`src/rtl/mcu_pkg.sv`:
```
// Shared encodings for the 8-bit MCU control sequencer: opcodes, ALU ops, states, writeback mux codes.
// MCU_IRQ_EN adds the IRQ state to the state encoding.
package mcu_pkg;

    localparam logic [3:0] OP_NOP   = 4'h0;
    localparam logic [3:0] OP_ADD   = 4'h1;
    localparam logic [3:0] OP_SUB   = 4'h2;
    localparam logic [3:0] OP_AND   = 4'h3;
    localparam logic [3:0] OP_OR    = 4'h4;
    localparam logic [3:0] OP_XOR   = 4'h5;
    localparam logic [3:0] OP_MOV   = 4'h6;
    localparam logic [3:0] OP_LDI   = 4'h7;
    localparam logic [3:0] OP_DEC   = 4'h8;
    localparam logic [3:0] OP_LOAD  = 4'h9;
    localparam logic [3:0] OP_STORE = 4'hA;
    localparam logic [3:0] OP_IN    = 4'hB;
    localparam logic [3:0] OP_OUT   = 4'hC;
    localparam logic [3:0] OP_JMP   = 4'hD;
    localparam logic [3:0] OP_JNZ   = 4'hE;
    localparam logic [3:0] OP_HLT   = 4'hF;

    localparam logic [3:0] ALU_ADD = 4'd0;
    localparam logic [3:0] ALU_SUB = 4'd1;
    localparam logic [3:0] ALU_AND = 4'd2;
    localparam logic [3:0] ALU_OR  = 4'd3;
    localparam logic [3:0] ALU_XOR = 4'd4;
    localparam logic [3:0] ALU_MOV = 4'd5;
    localparam logic [3:0] ALU_LDI = 4'd6;
    localparam logic [3:0] ALU_DEC = 4'd7;

    localparam logic [1:0] MUX_ALU = 2'b00;
    localparam logic [1:0] MUX_MEM = 2'b01;
    localparam logic [1:0] MUX_IMM = 2'b10;
    localparam logic [1:0] MUX_IO  = 2'b11;

    typedef enum logic [2:0] {
        ST_FETCH  = 3'd0,
        ST_DECODE = 3'd1,
        ST_EXEC   = 3'd2,
        ST_WB     = 3'd3,
        ST_MEM    = 3'd4,
        ST_BRANCH = 3'd5,
        ST_HALT   = 3'd6
`ifdef MCU_IRQ_EN
        ,
        ST_IRQ    = 3'd7
`endif
    } state_e;

endpackage

```
`src/rtl/mcu_alu_op_map.sv`:
```
// Combinational opcode -> ALU operation mapping with illegal-opcode flag; shared with trace tooling.
module mcu_alu_op_map
    import mcu_pkg::*;
#(
    parameter int unsigned OPCODE_W = 4,
    parameter int unsigned ALU_OP_W = 4
) (
    input  logic [OPCODE_W-1:0] opcode,
    output logic [ALU_OP_W-1:0] alu_op_c,
    output logic                illegal_c
);

    // Only the low nibble is defined; any upper bit set is an illegal encoding.
    assign illegal_c = (opcode >> 4) != '0;

    always_comb begin
        alu_op_c = ALU_OP_W'(ALU_ADD);
        if (!illegal_c) begin
            case (opcode[3:0])
                OP_ADD:  alu_op_c = ALU_OP_W'(ALU_ADD);
                OP_SUB:  alu_op_c = ALU_OP_W'(ALU_SUB);
                OP_AND:  alu_op_c = ALU_OP_W'(ALU_AND);
                OP_OR:   alu_op_c = ALU_OP_W'(ALU_OR);
                OP_XOR:  alu_op_c = ALU_OP_W'(ALU_XOR);
                OP_MOV:  alu_op_c = ALU_OP_W'(ALU_MOV);
                OP_LDI:  alu_op_c = ALU_OP_W'(ALU_LDI);
                OP_DEC:  alu_op_c = ALU_OP_W'(ALU_DEC);
                default: alu_op_c = ALU_OP_W'(ALU_ADD);
            endcase
        end
    end

endmodule

```
`src/rtl/mcu_ctrl_seq.sv`:
```
// Multi-cycle control sequencer for the 8-bit MCU with memory wait states, branches, HLT and illegal-op detect.
// Define MCU_IRQ_EN to add the irq/irq_ack ports and the IRQ vector state.
module mcu_ctrl_seq
    import mcu_pkg::*;
#(
    parameter int unsigned OPCODE_W = 4,
    parameter int unsigned ALU_OP_W = 4,
    parameter int unsigned WAIT_MAX = 15
) (
    input  logic                clk,
    input  logic                reset,
    input  logic [OPCODE_W-1:0] opcode,
    input  logic                imm_mode,
    input  logic                zero_flag,
    input  logic                mem_ready,
`ifdef MCU_IRQ_EN
    input  logic                irq,
    output logic                irq_ack,
`endif
    output logic                reg_write,
    output logic                load_a,
    output logic                load_b,
    output logic                load_c,
    output logic                load_ir,
    output logic                load_flags,
    output logic                load_data_reg,
    output logic                mem_read,
    output logic                mem_write,
    output logic                load_pc,
    output logic                inc_pc,
    output logic                pc_sel,
    output logic [1:0]          mux1_sel,
    output logic [ALU_OP_W-1:0] alu_op,
    output logic                io_enable,
    output logic                io_write_enable,
    output logic                halted,
    output logic                illegal_op,
    output logic                mem_timeout
);

    localparam int unsigned CNT_W = $clog2(WAIT_MAX + 1);

    state_e              state, state_nxt;
    logic [CNT_W-1:0]    wait_cnt, wait_nxt;
    logic [3:0]          op_q;
    logic [ALU_OP_W-1:0] map_alu_op;
    logic                map_illegal;
    logic                timeout;

    mcu_alu_op_map #(
        .OPCODE_W (OPCODE_W),
        .ALU_OP_W (ALU_OP_W)
    ) u_map (
        .opcode    (opcode),
        .alu_op_c  (map_alu_op),
        .illegal_c (map_illegal)
    );

    assign timeout = (wait_cnt == CNT_W'(WAIT_MAX));

    always_ff @(posedge clk or posedge reset) begin
        if (reset) begin
            state    <= ST_FETCH;
            wait_cnt <= '0;
            alu_op   <= '0;
            op_q     <= OP_NOP;
        end else begin
            state    <= state_nxt;
            wait_cnt <= wait_nxt;
            if (state == ST_DECODE) begin
                alu_op <= map_alu_op;
                op_q   <= opcode[3:0];
            end
        end
    end

    always_comb begin
        state_nxt       = state;
        wait_nxt        = '0;
        reg_write       = 1'b0;
        load_a          = 1'b0;
        load_b          = 1'b0;
        load_c          = 1'b0;
        load_ir         = 1'b0;
        load_flags      = 1'b0;
        load_data_reg   = 1'b0;
        mem_read        = 1'b0;
        mem_write       = 1'b0;
        load_pc         = 1'b0;
        inc_pc          = 1'b0;
        pc_sel          = 1'b0;
        mux1_sel        = MUX_ALU;
        io_enable       = 1'b0;
        io_write_enable = 1'b0;
        halted          = 1'b0;
        illegal_op      = 1'b0;
        mem_timeout     = 1'b0;
`ifdef MCU_IRQ_EN
        irq_ack         = 1'b0;
`endif
        case (state)
            ST_FETCH: begin
                if (timeout) begin
                    mem_timeout = 1'b1;
`ifdef MCU_IRQ_EN
                end else if (irq && wait_cnt == '0) begin
                    state_nxt = ST_IRQ;
`endif
                end else begin
                    mem_read = 1'b1;
                    if (mem_ready) begin
                        load_ir   = 1'b1;
                        inc_pc    = 1'b1;
                        state_nxt = ST_DECODE;
                    end else begin
                        wait_nxt = wait_cnt + CNT_W'(1);
                    end
                end
            end
            ST_DECODE: begin
                if (map_illegal) begin
                    illegal_op = 1'b1;
                    state_nxt  = ST_FETCH;
                end else begin
                    case (opcode[3:0])
                        OP_ADD, OP_SUB, OP_AND, OP_OR, OP_XOR,
                        OP_MOV, OP_LDI, OP_DEC:            state_nxt = ST_EXEC;
                        OP_LOAD, OP_STORE, OP_IN, OP_OUT:  state_nxt = ST_MEM;
                        OP_JMP, OP_JNZ:                    state_nxt = ST_BRANCH;
                        OP_HLT:                            state_nxt = ST_HALT;
                        default:                           state_nxt = ST_FETCH;
                    endcase
                end
            end
            ST_EXEC: begin
                load_a    = 1'b1;
                load_b    = 1'b1;
                load_c    = 1'b1;
                state_nxt = ST_WB;
            end
            ST_WB: begin
                reg_write = 1'b1;
                state_nxt = ST_FETCH;
                if (op_q == OP_LOAD) begin
                    mux1_sel = MUX_MEM;
                end else if (op_q == OP_IN) begin
                    mux1_sel = MUX_IO;
                end else begin
                    load_flags = (op_q != OP_MOV) && (op_q != OP_LDI);
                    mux1_sel   = (op_q == OP_LDI || imm_mode) ? MUX_IMM : MUX_ALU;
                end
            end
            ST_MEM: begin
                if (timeout) begin
                    mem_timeout = 1'b1;
                    state_nxt   = ST_FETCH;
                end else begin
                    case (op_q)
                        OP_LOAD:  mem_read = 1'b1;
                        OP_STORE: begin
                            mem_write     = 1'b1;
                            load_data_reg = 1'b1;
                        end
                        OP_IN:    io_enable = 1'b1;
                        default: begin
                            io_enable       = 1'b1;
                            io_write_enable = 1'b1;
                            load_data_reg   = 1'b1;
                        end
                    endcase
                    // Reads continue to writeback; writes retire straight to the next fetch.
                    if (mem_ready) begin
                        state_nxt = (op_q == OP_LOAD || op_q == OP_IN) ? ST_WB : ST_FETCH;
                    end else begin
                        wait_nxt = wait_cnt + CNT_W'(1);
                    end
                end
            end
            ST_BRANCH: begin
                if (op_q == OP_JMP || !zero_flag) begin
                    load_pc = 1'b1;
                    pc_sel  = 1'b1;
                end
                state_nxt = ST_FETCH;
            end
            ST_HALT: begin
                halted = 1'b1;
            end
`ifdef MCU_IRQ_EN
            ST_IRQ: begin
                load_pc   = 1'b1;
                irq_ack   = 1'b1;
                state_nxt = ST_FETCH;
            end
`endif
            default: state_nxt = ST_FETCH;
        endcase
    end

endmodule

```
`config.mk`:
```
export PLATFORM = sky130hd
export DESIGN_NAME = mcu_ctrl_seq
export DESIGN_NICKNAME = d
export VERILOG_FILES = /design/src/rtl/mcu_pkg.sv /design/src/rtl/mcu_alu_op_map.sv /design/src/rtl/mcu_ctrl_seq.sv
export SDC_FILE = /design/constraint.sdc
export NUM_CORES = 1
export LEC_CHECK = 0
export BUFFER_PORTS_ARGS = -buffer_cell sky130_fd_sc_hd__buf_2
export CAP_MARGIN = 10
export CORE_MARGIN = 1.5
export CORE_UTILIZATION = 50
export CTS_CLUSTER_DIAMETER = 40
export CTS_CLUSTER_SIZE = 24
export DETAILED_ROUTE_END_ITERATION = 12
export PLACE_DENSITY_LB_ADDON = 0.05
export SYNTH_ARGS = -nofsm -noshare
export SYNTH_HDL_FRONTEND = slang
export SYNTH_SLANG_ARGS = --single-unit
```
`constraint.sdc`:
```
create_clock -name clk -period 1.72 [get_ports clk]
set_input_delay 0.172 -clock clk [delete_from_list [all_inputs] [get_ports clk]]
set_output_delay 0.172 -clock clk [all_outputs]
set_load 0.01 [all_outputs]
```
Word level (Yosys, flattened, before mapping). Memory sizes are Yosys's and may differ from the RTL's. A register that Yosys moved wholly into a read port is not among the register bits. Cells that the tools add are included.

Register bits after elaboration: 15. Memory bits (read-only): 96. Bits of input ports: 9. Output and inout bits: 23. Word-level logic and storage cells: 78. Memories: 2.

Memories: (no name shown) (depth 16, width 3, read ports 1, clocked after Yosys merged registers in 0, wr ports 0, line mcu_ctrl_seq.sv:125) `case (opcode[3:0])`; (no name shown) (depth 16, width 3, read ports 1, clocked after Yosys merged registers in 1, wr ports 0, line mcu_alu_op_map.sv:19) `case (opcode[3:0])`.

Add/subtract/negate cells: 1. Equal/unequal tests: 17. Mux-type cells: 42. Bitwise gates (word level): 1. Reductions and logical operators: 11.

Operator list (number): two-way mux 1 bit (28); == test 4 bit (second input constant) (5); case mux 3 bit (5 select lines) (1); two-way mux 3 bit (4); two-way mux 4 bit (3); two-way mux 2 bit (5); == test 3 bit (second input constant) (3); != test 4 x 3 -> 1 bit (second input constant) (2); == test 3 x 2 -> 1 bit (second input constant) (2); OR reduction 2 bit (3); adder 4 x 1 -> 4 bit (second input constant) (1); == test 4 x 3 -> 1 bit (second input constant) (1); != test 2 bit (second input constant) (2); AND reduction 4 bit (1); == test 3 x 1 -> 1 bit (second input constant) (1); logical NOT 3 bit (1); logical OR 1 bit (3); != test 3 bit (second input constant) (1); OR reduction 3 bit (1); case mux 1 bit (2 select lines) (1); logical AND 1 bit (1); logical NOT 1 bit (1); NOT 1 bit (1).

Logic depth before layout (Yosys ltp). Gate-level depths: netlist of run 1.

Depth in word-level cells: 6. Gate-level depth with buffers: 5. Mapped depth without buffers: 5.

Modules after synthesis. A second synthesis of run 1 with hierarchy kept.

Cell total of the unflattened synthesis: 112. Area, all modules: 1127.3 µm².

Modules (own cells, without submodules): mcu_ctrl_seq (times used 1, cells an instance 96, area each 980.9 µm², seq. area each 375.4 µm²); mcu_alu_op_map (times used 1, cells an instance 16, area each 146.4 µm², seq. area each 0.0 µm²).

Least setup slack after synthesis of run 1. OpenSTA, ideal clock, no wires.

Kind: reg-to-output. Start point: reg wait_cnt[0]. End point: out load_ir. Data arrival time: 1.479 ns. Required time: 1.548 ns. Slack: 0.069 ns. Cell stages (with the launch flop): 6. Path buffers: 1. Cell sequence: dfrtp_1 > ha_1 > nand3_1 > nand2_1 > nor3b_1 > buf_4.

Longest elaborated chain between the ends: 3.

RTL lines: start: declaration (line mcu_ctrl_seq.sv:44) `logic [CNT_W-1:0] wait_cnt, wait_nxt;`; start signal: assignment (line mcu_ctrl_seq.sv:69) `wait_cnt <= wait_nxt;`; == test 4 bit (line mcu_ctrl_seq.sv:59) `assign timeout = (wait_cnt == CNT_W'(WAIT_MAX));`; two-way mux 1 bit (2 in series); end: declaration (line mcu_ctrl_seq.sv:24) `output logic load_ir,`.

No other way between the ends.

Worst setup path after layout of run 1.
Start point: reg wait_cnt[0]. End point: out load_ir.

Longest elaborated chain between the ends: 3.

RTL lines: == test 4 bit (line mcu_ctrl_seq.sv:59); two-way mux 1 bit (line mcu_ctrl_seq.sv:103) `if (timeout) begin`; two-way mux 1 bit (line mcu_ctrl_seq.sv:101) `case (state)`.

No other way between the ends.

==> results of run 1 <==
==> flip-flops by register name (all words and copies together), names as in the netlist <==
signal and cells:
op_q 4, state 3, alu_op 3, wait_cnt 4
==> critical path, cell delays in order, from the launching register on <==
cell,delay [ns]
dfrtp_1,0.39
ha_2,0.22
nand3_2,0.11
nand2_2,0.10
nor3b_2,0.19
buf_2,0.15
==> stage by stage <==
step	area [µm²]	worst slack, ns	total power, mW
after floorplan	1008	0.06865	1.391
after global placement	1117	0.2481	1.581
after detailed placement	1117	0.1818	1.610
after CTS	1176	0.01392	1.864
after global routing	1206	0.01255	2.062
final	1206	0.1134	1.899
==> placed cells by master, fill, tap and decap left out, drive strengths merged, types with 4 or more instances in the layout <==
cell	count
a21oi	6
buf	33
clkbuf	4
dfrtp	14
ha	4
inv	6
mux2	4
nand2	5
nand3	6
nor2	8
o21a	5
==> layout make-up <==
type	count	area, µm²	share of cell area (%)
clock buffers	4	36.28	3.008
well taps	27	33.78	2.801
multi-input cells	76	573.1	47.51
flip-flops and latches	14	355.3	29.46
inverters	6	22.52	1.867
repair buffers	34	185.2	15.35
==> timing repair <==
item / in CTS / in global routing
resized for setup: 3 / 9
hold buffers: 1 / 0
endpoints found under the hold margin: 14 / 0
pin swaps: 0 / 0
setup endpoints to repair: 5 / 13
setup buffers: 0 / 1
==> report_power, final <==
group	total, mW	internal (mW)	switching [mW]
combinational	0.987	0.505	0.482
clock	0.231	0.129	0.102
sequential	0.681	0.474	0.207
total	1.90	1.11	0.791
==> how the worst max path moves through the flow <==
stage                     slack [ns]       to  cells past startpoint
after global routing            0.01   inc_pc                      5
after floorplan                 0.07  load_ir                      5
final                           0.11  load_ir                      5
after global placement          0.25   inc_pc                      5
after CTS                       0.01  load_pc                      4
after detailed placement        0.18  load_ir                      5
==> cells by family (layout without fill, tap and decap cells) <==
logic type	Yosys count	in the layout	share of synthesized area, %
compound gates	22	22	16.07
xor+xnor	5	5	4.359
fa+ha+maj	4	4	4.982
buf+inv	18	44	11.46
flops	14	14	34.87
mux	6	6	6.475
other cells	1	2	0.3732
simple gates	37	37	21.42
==> per-layer routing <==
| layer | up-vias | wire length [µm] |
|---|---|---|
| li1 | 426 | - |
| met1 | 404 | 993 |
| met2 | 29 | 940 |
| met3 | 2 | 100 |
| met4 | 0 | 17 |
| met5 | - | 0 |
==> flow_summary.toml, run 1 <==
[timing]
hold_ws_ns = 0.1433
tightest_slew_ns = 0.5380
rsz0062_at_grt = "no"
slew_viol_final = 0
maxSlewHeadroom_pct = 64.09
fin_setup_tns_ns = 0
hold_viol_final = 0
period_needed_ns = 1.607
max_freq_ghz = 0.6224
fin_worst_skew_ns = 0.004369
setup_viol = 0
post-route-period-util_pct = 93.41

[logic_synthesis]
synth_edf_count = 0
synth_top_cell_by_area = "dfrtp_1"
ys.flop_type = "dfrtp_1"
synth_most_common_cell = "dfrtp_1"
syn_avg_cell_area_um2 = 9.390
syn-cell-area_um2 = 1005
synth_top_cell_area_share_pct = 34.87
yosysWarningCount = 0
yosys-top-cells-count = "14 x dfrtp_1, 8 x buf_4, 8 x nor2_1, 6 x a21oi_1, 6 x inv_1"
yosysUniqueCellTypes = 38
async_flop_share_pct = 100.0
ys_seq_area_share_pct = 34.87
syn_inst = 107
yosys-top-cells-area = "dfrtp_1 35%, buf_4 6.0%, ha_1 5.0%, o21a_1 3.7%, mux2_2 3.4%"
ys_ff_latch = 14

[route]
postRouteAntennaNets = 0
firstDrtPassIters = 4
totalWireLength_um = 2052
drt_iter0_drc = 18
drc = 0
wire_per_inst_um = 12.75
vias = 861
vias_per_cell = 5.348

[worst_setup_path]
regToRegEndpoint = "op_q[1]"
reg2reg_depth = 3
r2r_setup_slack_ns = 0.35
startpoint_type = "register"
critPathRequiredTime_ns = 1.55
cp_data_arrival_time_ns = 1.43
cp_max_fo = 5
r2r_start = "state[1]"
worst_setup_path_end_kind = "primary output"
startpoint = "wait_cnt[0]"
path_class = "register to primary output"

[placement]
place.port_buffers = 29
dp.cells = 155
gp_congestion = 0.7627
place.detailed.hpwl_um = 1563

[die]
start_util_pct = 52.28
die_h_um = 47.83
coreArea_um2 = 1922
fp.dieW_um = 47.83
die_area_um2 = 2287
ios = 32
row_count = 16

[clock_network]
insertion_delay_ns = 0.28
cts_root_buf = "clkbuf_4"
cts_buffers = 3
h-tree-depth = 1
cts_tree = "built"
clk_pin_slew_worst_paths_ns = 0.08
clkSinkCount = 14
cts_buffer_depth = 2

[hold_path]
worstHoldPathCells = 2
hp-start = "mem_ready"
min_path_type = "input port to register"
hold_end = "wait_cnt[1]"

[grt]
first_global_vias = 723
antenna_found_initial = 0
grt_pass1_wl_um = 3146
gr-total-overflow = 0
grt_start_max_net_pins = 15
grt_use_total_pct = 20.27
grtUsageMet2_pct = 31.20
grt.met3_usage_pct = 4.151
grt_most_used_layer = "met2"
met1_usage_pct = 27.75

[layout]
final_nets = 148
area_growth_pct = 20.05
drive_gt1_share_pct = 40.30
final_util_pct = 62.76
fill_cells = 178
final_cells = 161
n_antenna_cell = 0

[status]
status = "completed"

[pwr]
leakage_nw = 0.5808
p_per_area_nw_per_um2 = 1574
ir_drop_mv = 0.8644

[job]
max_cap_viol_count = 0
No activity file was read; power rests on OpenSTA's default activity.
==> run 2, diff against run 1 <==
REMOVE_ABC_BUFFERS = 1   (was unset)
TNS_END_PERCENT = 5   (was unset)
==> run 2 against run 1 <==
  * First-iteration DRC count decreased by 17%
  * Clock power hardly changed
  * Flip-flop and latch count unchanged
  * Clock skew shrank 0.0031 ns
  * Combinational power fell by 2%
  * Final area fell by 0.62%
  * Via count shrank 1.3%
  * Die area stayed put
  * Non-clock buffer count fell by 1
  * Sequential share of layout area is 0.18 points higher
  * Hold slack worse by 0.0032 ns
  * Sequential power is essentially flat
  * Critical path type unchanged
  * Largest cell class unchanged
  * Largest power group unchanged
  * Highest routed layer unchanged
==> flow_summary.toml, run 2 (synthesis results as in run 1) <==
[grt]
grt_use_total_pct = 19.47
antenna_found_initial = 0
grt_start_max_net_pins = 15
first_global_vias = 712
gr-total-overflow = 0
grt_pass1_wl_um = 3132

[timing]
setup_viol = 0
tightest_slew_ns = 0.5259
post-route-period-util_pct = 94.62
slew_viol_final = 0
fin_worst_skew_ns = 0.001306
hold_viol_final = 0
rsz0062_at_grt = "yes"
maxSlewHeadroom_pct = 64.90
period_needed_ns = 1.627
max_freq_ghz = 0.6145
hold_ws_ns = 0.1401

[route]
vias = 850
firstDrtPassIters = 4
drt_iter0_drc = 15
postRouteAntennaNets = 0
drc = 0
vias_per_cell = 5.313
wire_per_inst_um = 12.67
totalWireLength_um = 2027

[clock_network]
h-tree-depth = 1
cts_tree = "built"
clk_pin_slew_worst_paths_ns = 0.08
postCtsSetupRepairBufs = 0
insertion_delay_ns = 0.28
cts_root_buf = "clkbuf_4"
clkSinkCount = 14
cts_buffer_depth = 2
cts_buffers = 3

[layout]
area_growth_pct = 19.30
drive_gt1_share_pct = 39.85
final_cells = 160
layout_common_cells = "29 x buf_2, 10 x dfrtp_1, 7 x nor2_1"
final_area_um2 = 1199
final_nets = 147
final_common_cell = "buf_2"
n_antenna_cell = 0
reg.largest.list = "op_q (4), wait_cnt (4)"

[placement]
place.port_buffers = 29
gp_congestion = 0.8234
dp.cells = 155
place.detailed.hpwl_um = 1533
post_dp_cell_area_um2 = 1117

[job]
max_cap_viol_count = 0

[status]
status = "completed"

[worst_setup_path]
crit_slowest_cell = "dfrtp_1"
r2r_start = "wait_cnt[0]"
r2r_setup_slack_ns = 0.29
slowest_delay_ns = 0.40
path_class = "register to primary output"
startpoint_type = "register"
critPathRequiredTime_ns = 1.55
cp_cell_sequence = "ha_2 -> nand3_2 -> nand2_2 -> nor3b_2 -> buf_2"
reg2reg_depth = 5
cp_max_fo = 5
worst_setup_path_end_kind = "primary output"
regToRegEndpoint = "state[0]"
cp_data_arrival_time_ns = 1.46

[pwr]
ir_drop_mv = 0.8835
leakage_nw = 0.5757
p_per_area_nw_per_um2 = 1574

[hold_path]
min_path_type = "input port to register"
hp-start = "mem_ready"
hold_end = "wait_cnt[1]"
worstHoldPathCells = 2

[die]
start_util_pct = 52.28
die_h_um = 47.83
ios = 32
die_area_um2 = 2287
coreArea_um2 = 1922
row_count = 16
fp.dieW_um = 47.83
run 2: changes by cell type in the layout (fill, tap and decap cells not counted), sizes merged:
cell / before / now
buf: 33 / 32
run 2: worst max-delay path by stage:
stage | end | cells after the start | start
2_1_floorplan | inc_pc | 4 | wait_cnt[0]
5_1_grt | load_ir | 5 | wait_cnt[0]
4_1_cts | load_ir | 4 | state[1]
3_3_place_gp | inc_pc | 5 | wait_cnt[0]
6_report | load_ir | 5 | wait_cnt[0]
3_5_place_dp | load_ir | 5 | wait_cnt[0]
run 2: metrics by stage:
stage / worst slack, ns / power, mW / setup TNS (ns) / util, %
floorplan: 0.1138 / 1.258 / 0 / -
global placement: 0.2507 / 1.578 / 0 / 58.14
detailed placement: 0.1687 / 1.602 / 0 / 58.14
CTS: 0.008802 / 1.857 / 0 / 61.20
global route: -0.01454 / 2.062 / -0.03224 / 62.37
finish: 0.09258 / 1.887 / 0 / 62.37
run 2: area by class of cell:
cell class	instances	area, µm²
Fill cell	180	723.2
Multi-Input combinational cell	76	573.1
Clock buffer	4	36.28
Inverter	6	22.52
Sequential cell	14	355.3
Timing Repair Buffer	33	177.7
Tap cell	27	33.78
run 2: critical path: cells and delay by family, from the launching register on:
family	cells	cell delay (ns)
adder cells (fa/ha/maj)	1	0.22
buffers and inverters	1	0.16
flip-flops	1	0.40
AND/OR/NAND/NOR	3	0.40
run 2: power by group:
group / leakage (nW) / total [mW] / internal (mW) / switching, mW
clock network: 0.0210 / 0.233 / 0.129 / 0.104
logic: 0.384 / 0.971 / 0.494 / 0.477
registers: 0.171 / 0.683 / 0.474 / 0.208
run 2: repair_timing:
item	4_1_cts	5_1_grt
gates cloned	0	0
gates resized for setup	3	9
hold buffers	1	0
pin swaps	0	1
endpoints found under the setup margin	2	15
hold endpoints to repair	14	0
run 2: routing by layer:
layer	global-route usage (%)	up-vias	routed length, µm	part of all wire, %
met3	2.264	2	121	6.0
met1	28.07	382	925	46
met5	0	-	0	0
met2	30.40	39	967	48
li1	-	427	-	-
met4	6.486	0	13	0.64
